--- src/rtl/sync_debounce_edge.sv ---
// Debounce filter and edge detector for an already-synchronized level.
// A level change is committed only after the new value has been seen on
// DEBOUNCE_CYCLES consecutive dst_clk edges. A shorter excursion counts as
// a glitch. Commits produce a one-cycle rise or fall pulse and advance a
// wrapping edge counter. Glitches advance a saturating glitch counter.
// Every output comes straight from a flop.

module sync_debounce_edge #(
  parameter int DEBOUNCE_CYCLES = 4,
  parameter int CNT_W           = 8
) (
  input  logic             dst_clk,
  input  logic             rst,
  input  logic             sync_data,
  input  logic             clear_counts,
  output logic             stable_data,
  output logic             rise_pulse,
  output logic             fall_pulse,
  output logic [CNT_W-1:0] edge_count,
  output logic [CNT_W-1:0] glitch_count
);

  // The run counter must be able to hold DEBOUNCE_CYCLES itself, because the
  // commit test compares run+1 against it.
  localparam int               RUN_W   = $clog2(DEBOUNCE_CYCLES + 1);
  localparam logic [RUN_W-1:0] RUN_ONE = RUN_W'(1);
  localparam logic [RUN_W-1:0] RUN_TGT = RUN_W'(DEBOUNCE_CYCLES);
  localparam bit               SINGLE  = (DEBOUNCE_CYCLES == 1);

  localparam logic [1:0] ST_STABLE_LOW  = 2'd0;
  localparam logic [1:0] ST_CHECK_HIGH  = 2'd1;
  localparam logic [1:0] ST_STABLE_HIGH = 2'd2;
  localparam logic [1:0] ST_CHECK_LOW   = 2'd3;

  // Edge counter: plain modulo-2^CNT_W increment.
  function automatic logic [CNT_W-1:0] wrap_inc(input logic [CNT_W-1:0] v);
    return v + CNT_W'(1);
  endfunction

  // Glitch counter: increment that sticks at all-ones.
  function automatic logic [CNT_W-1:0] sat_inc(input logic [CNT_W-1:0] v);
    if (&v) begin
      return v;
    end
    return v + CNT_W'(1);
  endfunction

  logic [1:0]       state_q,  state_d;
  logic [RUN_W-1:0] run_q,    run_d;
  logic             stable_q, stable_d;
  logic             rise_q,   rise_d;
  logic             fall_q,   fall_d;
  logic [CNT_W-1:0] edge_q,   edge_d;
  logic [CNT_W-1:0] glitch_q, glitch_d;
  logic [RUN_W-1:0] run_inc;
  logic             glitch_ev;

  assign run_inc = run_q + RUN_ONE;

  // Debounce FSM: track the candidate level and decide commit or glitch.
  always_comb begin
    state_d   = state_q;
    run_d     = run_q;
    stable_d  = stable_q;
    rise_d    = 1'b0;
    fall_d    = 1'b0;
    glitch_ev = 1'b0;
    case (state_q)
      ST_STABLE_LOW: begin
        if (sync_data) begin
          if (SINGLE) begin
            state_d  = ST_STABLE_HIGH;
            stable_d = 1'b1;
            rise_d   = 1'b1;
            run_d    = '0;
          end else begin
            state_d = ST_CHECK_HIGH;
            run_d   = RUN_ONE;
          end
        end
      end
      ST_CHECK_HIGH: begin
        if (sync_data) begin
          if (run_inc == RUN_TGT) begin
            state_d  = ST_STABLE_HIGH;
            stable_d = 1'b1;
            rise_d   = 1'b1;
            run_d    = '0;
          end else begin
            run_d = run_inc;
          end
        end else begin
          // Fell back before the run completed: abandon the rise.
          state_d   = ST_STABLE_LOW;
          run_d     = '0;
          glitch_ev = 1'b1;
        end
      end
      ST_STABLE_HIGH: begin
        if (!sync_data) begin
          if (SINGLE) begin
            state_d  = ST_STABLE_LOW;
            stable_d = 1'b0;
            fall_d   = 1'b1;
            run_d    = '0;
          end else begin
            state_d = ST_CHECK_LOW;
            run_d   = RUN_ONE;
          end
        end
      end
      ST_CHECK_LOW: begin
        if (!sync_data) begin
          if (run_inc == RUN_TGT) begin
            state_d  = ST_STABLE_LOW;
            stable_d = 1'b0;
            fall_d   = 1'b1;
            run_d    = '0;
          end else begin
            run_d = run_inc;
          end
        end else begin
          // Rose again before the run completed: abandon the fall.
          state_d   = ST_STABLE_HIGH;
          run_d     = '0;
          glitch_ev = 1'b1;
        end
      end
      default: begin
        state_d  = ST_STABLE_LOW;
        run_d    = '0;
        stable_d = 1'b0;
      end
    endcase
  end

  // Status counters: a clear wins over a same-cycle event.
  always_comb begin
    edge_d   = edge_q;
    glitch_d = glitch_q;
    if (clear_counts) begin
      edge_d   = '0;
      glitch_d = '0;
    end else begin
      if (rise_d || fall_d) begin
        edge_d = wrap_inc(edge_q);
      end
      if (glitch_ev) begin
        glitch_d = sat_inc(glitch_q);
      end
    end
  end

  // State, outputs and counters, all cleared by the asynchronous reset.
  always_ff @(posedge dst_clk or posedge rst) begin
    if (rst) begin
      state_q  <= ST_STABLE_LOW;
      run_q    <= '0;
      stable_q <= 1'b0;
      rise_q   <= 1'b0;
      fall_q   <= 1'b0;
      edge_q   <= '0;
      glitch_q <= '0;
    end else begin
      state_q  <= state_d;
      run_q    <= run_d;
      stable_q <= stable_d;
      rise_q   <= rise_d;
      fall_q   <= fall_d;
      edge_q   <= edge_d;
      glitch_q <= glitch_d;
    end
  end

  assign stable_data  = stable_q;
  assign rise_pulse   = rise_q;
  assign fall_pulse   = fall_q;
  assign edge_count   = edge_q;
  assign glitch_count = glitch_q;

endmodule

--- config.mk ---
export PLATFORM = sky130hd
export DESIGN_NAME = sync_debounce_edge
export DESIGN_NICKNAME = d
export VERILOG_FILES = /design/src/rtl/sync_debounce_edge.sv
export SDC_FILE = /design/constraint.sdc
export NUM_CORES = 1
export LEC_CHECK = 0
export BUFFER_PORTS_ARGS = -buffer_cell sky130_fd_sc_hd__buf_2
export CAP_MARGIN = 40
export CORE_MARGIN = 2
export CORE_UTILIZATION = 55
export DETAILED_ROUTE_END_ITERATION = 16
export PLACE_DENSITY = 0.79
export SLEW_MARGIN = 10
export SYNTH_ARGS = -nofsm -noshare
export SYNTH_HDL_FRONTEND = slang
export SYNTH_SLANG_ARGS = --single-unit
--- constraint.sdc ---
create_clock -name dst_clk -period 4.95 [get_ports dst_clk]
set_clock_uncertainty 0.2 [all_clocks]
set_input_delay 0.99 -clock dst_clk [delete_from_list [all_inputs] [get_ports dst_clk]]
set_output_delay 0.99 -clock dst_clk [all_outputs]
set_load 0.02 [all_outputs]
* Word level (Yosys, flattened, before mapping) *
Index checks and enable logic that the tools add are counted.

storage, ports and cells
  register bits after elaboration = 24
  bits of input ports = 4
  output and inout bits = 19
  word-level logic and storage cells = 67

operators by class
  add/subtract/negate cells = 3
  reduce and logical (&&, ||, !) cells = 10
  equality and inequality tests = 13
  multiplexer cells = 34

operator list
  kind                                                             number
  8-bit two-way mux                                                5
  8-bit by 1-bit adder with 8-bit output, second input constant    2
  3-bit two-way mux                                                5
  1-bit two-way mux                                                14
  2-bit two-way mux                                                6
  2-bit != test, second input constant                             6
  3-bit case mux with 4 select lines                               1
  3-bit != test, second input constant                             3
  2-bit case mux with 4 select lines                               1
  8-bit AND reduction                                              1
  2-bit nonzero test                                               3
  5-bit AND reduction                                              1
  2-bit == test, second input constant                             2
  1-bit case mux with 2 select lines                               2
  2-bit AND reduction                                              2
  4-bit AND reduction                                              1
  3-bit by 1-bit adder with 3-bit output, second input constant    1
  3-bit == test, second input constant                             1
  2-bit by 1-bit == test with 1-bit output, second input constant  1
  2-bit zero test                                                  1
  1-bit logical OR                                                 1

* Logic depth before layout (Yosys ltp) *
Gate-level depths: netlist (run 1).

  depth in word-level cells = 8
  depth in mapped cells = 6
  depth with buffers taken out = 5

* Least setup slack after synthesis (run 1) *
OpenSTA, ideal clock, no wires.

  path kind = input to register
  from = input port sync_data
  to = register edge_q[7], in the netlist edge_count[7]
  setup time = 0.125 ns
  arrival = 2.127 ns
  setup slack = 2.498 ns
  stages = 5
  buffers on the path = 1
  data required time = 4.625 ns
  cell sequence = xor2_2 > nand4_2 > buf_6 > nor4_1 > mux2_2

between the ends
  word-level cells in the longest chain between the ends = 4
  elaborated cells on any way between the ends = 6
  classes of those cells = mux: 4; reduce/logical: 2

ends and longest elaborated chain
  item                                         RTL line  source
  from (decl)                                  14        input logic sync_data,
  1-bit two-way mux, on equally long branches  83, 113
  1-bit two-way mux                            68        case (state_q)
  1-bit logical OR *                           145       if (rise_d || fall_d) begin
  2-bit nonzero test (no source line) *        n/a
  to (signal assigned)                         170       edge_q <= edge_d;
  to (decl)                                    53        logic [CNT_W-1:0] edge_q, edge_d;

Mark *: on every way between the ends. The rest lies on a longest branch, timed or not.
A chain may end at the register's enable or synchronous reset.

* Final worst setup path (run 1) *
Same ends and word-level chain as after synthesis.

==> results of run 1 <==
logic make-up (layout without fill, tap and decap cells):
logic type	count (synthesis)	after routing	synth area share
buffers and inverters	9	31	0.0347
and+or+nand+nor	47	47	0.224
muxes	5	5	0.0439
DFF	24	24	0.490
adders and majority gates	4	4	0.0408
AOI/OAI and AO/OA	23	23	0.117
xor gates and xnor gates	6	6	0.0490
area by class of cell:
type | instances | area (um2) | area share
Sequential cell | 24 | 601 | 0.434
Multi-Input combinational cell | 85 | 583 | 0.421
Timing Repair Buffer | 23 | 125 | 0.0903
Tap cell | 28 | 35.0 | 0.0253
Clock buffer | 3 | 22.5 | 0.0163
Inverter | 5 | 18.8 | 0.0136
flip-flops by register name, summed over array words and instances, names as in the netlist, named ones only:
register	cells
rise_pulse	1
run_q	3
fall_pulse	1
state_q	1
stable_data	1
edge_count	8
glitch_count	8
routing by layer:
layer  GRT usage  wire [um]  share of wire  up-vias
met4      0.0833         17         0.0074        0
li1            -          -              -      475
met1       0.250       1060           0.46      483
met5           0          0              0        -
met3      0.0263         73          0.032        2
met2       0.327       1160           0.50       16
power groups by stage:
stage                     registers [mW]  logic, mW  clock network, mW
after floorplan                    0.264      0.104                  0
after global placement             0.263      0.132                  0
after detailed placement           0.265      0.140                  0
after CTS                          0.261      0.139             0.0868
after global routing               0.266      0.153             0.0923
final                              0.262      0.139             0.0824
Yosys cell counts (all sizes together) (4+ instances only):
cell | number | area, um2
o31ai | 4 | 30.0
nor2 | 8 | 30.0
or4 | 5 | 37.5
nand4 | 4 | 31.3
ha | 4 | 50.1
xor2 | 5 | 51.3
dfrtp | 24 | 601
nand3 | 7 | 35.0
nand2 | 5 | 18.8
a21oi | 9 | 45.0
inv | 5 | 18.8
through the flow:
stage	util	power, mW	instances	hold WS (ps)	worst slack [ps]
after floorplan	-	0.368	118	277	2500
after global placement	0.627	0.395	164	270	2170
after detailed placement	0.634	0.405	165	273	2120
after CTS	0.645	0.487	168	304	2450
after global routing	0.645	0.512	168	323	2340
final	0.645	0.483	168	299	2450
how the worst max path moves through the flow:
| stage | start | to | slack, ps | cells past startpoint |
|---|---|---|---|---|
| floorplan | sync_data | edge_count[7] | 2500 | 5 |
| global placement | sync_data | edge_count[7] | 2170 | 5 |
| finish | sync_data | edge_count[7] | 2450 | 5 |
| global route | sync_data | edge_count[7] | 2340 | 5 |
| CTS | sync_data | edge_count[7] | 2450 | 5 |
| detailed placement | sync_data | edge_count[7] | 2120 | 5 |
==> results.md, run 1 <==
- Status: finished, final reports clean
- Core Area: 2150 um2
- HP Class: register to register
- Die area: 2620 um2
- Post-Syn Nets: 126
- Commonest non-fill, non-tap cells in the layout: 24 x dfrtp_1, 22 x buf_2, 9 x a21oi_1
- Commonest non-fill, non-tap cell in the layout: dfrtp_1
- Sink Count: 24
- Reg2reg path depth: 5
- Reg2Reg Setup Slack: 2560 ps
- Mapped cell area: 1230 um2
- Synthesis-stage register bit count: 24
- Hold Path Stages: 1
- Max_cap viols: 0
- CTS tree: yes
- GPL Wtd Cong: 0.725
- Crit Reg-Reg Endpoint: edge_count[7]
- Clk buf depth: 2
- DRC viols: 0
- Register share of total power: 0.543
- RSZ-0062 raised after global routing: false
- HPWL after DPL: 1710 um
- Gates resized, CTS repair: 0
- CP max stage delay: 390 ps
- CP startpoint kind: input port
- Worst path slowest cell: nor4_1
- CP max FO: 12
- Synth-to-Final Area Change: 13.0%
- Pin count of the biggest net entering global routing: 20
- ANT cells: 0
- Worst-skew pair later-pin latency: 300 ps
- PortBufs: 22
- Vias in the first global route: 855
- Synth cell types: 38
- DP Area: 1360 um2
- Setup_tns: 0 ps
- Crit path DAT: 2500 ps
- Initial DRT Pass Iterations: 4
- Crit path capture type: register
- First-pass GRT wire length: 3730 um
- WL final: 2310 um
- Mean area per synthesized cell: 10.4 um2
- Seq/Total Area, Yosys: 0.490
- Switching power: 0.175 mW
- DRT iter0 DRCs: 19
- Fin nets: 150
- H-tree levels: 1
- Max VDD drop: 0.280 mV
- Async SR Flop Fraction: 1.00
- Worst-Margin Slew: 500 ps
- Post-CTS Setup Bufs: 0
- Initial Util: 0.571
- DIE WIDTH: 51.2 um
- Top_reg_cell synth: dfrtp_1
- Lkg Pwr: 0.683 nW
- Reg clk slew, reported paths: 120 ps
- Critical path, cell by cell: buf_2 > xor2_2 > nand4_2 > nor4_1 > mux2_2
- Die height: 51.2 um
- Rows: 17
- Max-slew violations: 0
- CP top delay family: simple AND/OR/NAND/NOR gates
- Detailed-route via count: 976
- Cts bufs inserted: 3
- Internal: 0.308 mW
- Finished Cell Area: 1390 um2
- Initial antenna violation count: 0
- Fillers: 181
- Post-synth EDFFs: 0
- Syn Inst Count: 118
- Clock share of power: 0.171
- DR WL/cell: 13.7 um
- Reg2reg start: run_q[0]
- Hold_sp: stable_data
- Via-to-Cell Ratio: 5.81
- CP Class: input port to register
- Fin crit period: 2500 ps
- Post-DRT Antenna Nets: 0
- Fmax: 0.401 GHz
- Power Dens Cells: 349 nW/um2
- Overall global routing resource usage: 0.194
- Io pins: 23
- Combinational power share: 0.287
- Setup-failing EPs final: 0
- YS warnings: 0
- Sw frac: 0.363
- Cts hold-fix bufs: 0
- Relative slew margins: 0.665
- Worst Hold Path EP: stable_data
- CP required: 4950 ps
- Fin crit share: 0.504
- Layout cells sized above 1: 0.243
- CTS root buf: clkbuf_4
- CP bufs+invs: 1
- Grt ovf: 0
- Final hold violation count: 0
No activity file was read; power rests on OpenSTA's default activity.
==> run 2: changes to the inputs <==
--- a/config.mk
+++ b/config.mk
@@ -8,9 +8,9 @@
 export BUFFER_PORTS_ARGS = -buffer_cell sky130_fd_sc_hd__buf_2
 export CAP_MARGIN = 40
 export CORE_MARGIN = 2
-export CORE_UTILIZATION = 55
+export CORE_UTILIZATION = 48
 export DETAILED_ROUTE_END_ITERATION = 16
-export PLACE_DENSITY = 0.79
+export PLACE_DENSITY = 0.73
 export SLEW_MARGIN = 10
 export SYNTH_ARGS = -nofsm -noshare
 export SYNTH_HDL_FRONTEND = slang
==> constraint.sdc (replaced) <==
create_clock -name dst_clk -period 2.2 [get_ports dst_clk]
set_clock_uncertainty 0.2 [all_clocks]
set_input_delay 0.44 -clock dst_clk [delete_from_list [all_inputs] [get_ports dst_clk]]
set_output_delay 0.44 -clock dst_clk [all_outputs]
set_load 0.02 [all_outputs]
==> results.md, run 2 (same netlist as run 1, synthesis figures left out) <==
- DIE WIDTH: 54.5 um (+6.5%)
- Critical path, cell by cell: ha_1 > xor2_2 > nand4_4 > or4_1 > a21oi_1
- Most used routing layer: met2
- CP required: 2250 ps (-2700 ps)
- Max VDD drop: 0.662 mV (+140%)
- Crit path DAT: 2140 ps (-360 ps)
- Fillers: 200 (+10%)
- Grt met1 use: 0.264 (+0.0139)
- DRC viols: 0 (unchanged)
- Power Dens Cells: 826 nW/um2 (+140%)
- Sink Count: 24 (unchanged)
- Grt ovf: 0 (unchanged)
- Final hold violation count: 0 (unchanged)
- H-tree levels: 1 (unchanged)
- Post-DRT Antenna Nets: 0 (unchanged)
- CP startpoint kind: register
- CP Class: register to register
- ANT cells: 0 (unchanged)
- Final non-filler cell total: 180 (+7.1%)
- WL final: 2520 um (+9.2%)
- Fmax: 0.479 GHz
- Hold WS: 153 ps (-146 ps)
- Synth-to-Final Area Change: 21.9%
- DR WL/cell: 14.0 um (+1.9%)
- Core Area: 2450 um2 (+14%)
- Crit path capture type: register
- PortBufs: 22 (unchanged)
- CTS root buf: clkbuf_4
- HP Class: input port to register
- Initial Util: 0.499 (-0.0713)
- GPL Wtd Cong: 0.715 (-1.4%)
- Fin nets: 159 (+6.0%)
- Worst-Margin Slew: 407 ps (-93.0 ps)
- Initial antenna violation count: 0 (unchanged)
- Status: finished, final reports clean
- Layout cells sized above 1: 0.300 (+0.0571)
- Pin count of the biggest net entering global routing: 20 (unchanged)
- Cts bufs inserted: 3 (unchanged)
- Worst-skew pair later-pin latency: 310 ps (about the same)
- Via-to-Cell Ratio: 5.58 (-3.9%)
- Relative slew margins: 0.728 (+0.0632)
- Worst path slowest cell: or4_1
- Max-slew violations: 0 (unchanged)
- Lkg Pwr: 0.744 nW (+9.0%)
- Fin crit period: 2090 ps
- Vias in the first global route: 964 (+13%)
- Reg clk slew, reported paths: 130 ps (about the same)
- Max_cap viols: 0 (unchanged)
- Fin crit share: 0.949
- Setup_tns: 0 ps (unchanged)
- CTS tree: yes
- Detailed-route via count: 1005 (+3.0%)
- Initial DRT Pass Iterations: 4 (unchanged)
- Cells after DPL: 174 (+5.5%)
- Met3 Use GR: 0.0328 (+0.00647)
- Commonest non-fill, non-tap cells in the layout: 24 x dfrtp_1, 22 x buf_2, 9 x a21oi_1, 9 x buf_4, 8 x nor2_1
- Clk buf depth: 2 (unchanged)
- CP max FO: 8 (-4)
- Die height: 54.5 um (+6.5%)
- Setup-failing EPs final: 0 (unchanged)
- Overall global routing resource usage: 0.197 (+0.00362)
- Commonest non-fill, non-tap cell in the layout: dfrtp_1
- Met2 Use GR: 0.325 (-0.00154)
- Rows: 18 (+1)
- First-pass GRT wire length: 4300 um (+15%)
- Die area: 2970 um2 (+13%)
- HPWL after DPL: 1800 um (+5.4%)
- CP max stage delay: 550 ps (+160 ps)
- Footprint of the multi-input gates: 614 um2 (+5.4%)
- Io pins: 23 (unchanged)
- Register area: 601 um2 (unchanged)
- DRT iter0 DRCs: 21 (+2)
## run 2: final cells by class
type,count,area share
multi-input cells,85,0.411
flip-flops and latches,24,0.402
repair buffers,32,0.126
well taps,30,0.0251
clock buffers,4,0.0243
inverters,5,0.0126
## run 2: stage by stage
stage	util	setup WS, ps	instance area, um2	total power [mW]
2_1_floorplan	-	79.6	1230	0.829
3_3_place_gp	0.574	125	1410	0.961
3_5_place_dp	0.574	-5.94	1410	0.980
4_1_cts	0.596	16.8	1460	1.22
5_1_grt	0.609	-11.8	1500	1.32
6_report	0.609	113	1500	1.24
## run 2: power breakdown
part	switching, mW	internal [mW]	total [mW]
logic	0.231	0.189	0.419
clock network	0.133	0.101	0.234
registers	0.0788	0.503	0.582
total	0.442	0.793	1.24
## run 2: final timing paths
check / start / end / slack, ps / depth (start not counted)
hold / removal: sync_data / fall_pulse / 150 / 2
setup reg to reg: run_q[0] / edge_count[5] / 110 / 5
setup / recovery: run_q[0] / edge_count[5] / 110 / 5
min in group asynchronous: rst / fall_pulse / 440 / 3
max in group asynchronous: rst / glitch_count[2] / 830 / 4
hold reg to reg: stable_data / stable_data / 290 / 1
## run 2: what timing repair did
| action | CTS | global route |
|---|---|---|
| resized for setup | 1 | 3 |
| hold buffers | 1 | 0 |
| hold endpoints to repair | 10 | 0 |
| setup endpoints to repair | 1 | 5 |
| pin swaps | 0 | 1 |
| setup buffers | 0 | 1 |
## run 2: per-layer routing
metal | up-vias | part of all wire
li1 | 502 | -
met1 | 485 | 0.47
met2 | 16 | 0.49
met3 | 2 | 0.029
met4 | 0 | 0.0060
met5 | - | 0
## run 2: critical path: cells and delay by family (launching register included)
family | cells | cell delay (ps)
AND/OR/NAND/NOR | 2 | 740
XOR/XNOR | 1 | 220
flip-flops | 1 | 440
AO/OA/AOI/OAI | 1 | 150
adder cells (fa/ha/maj) | 1 | 260
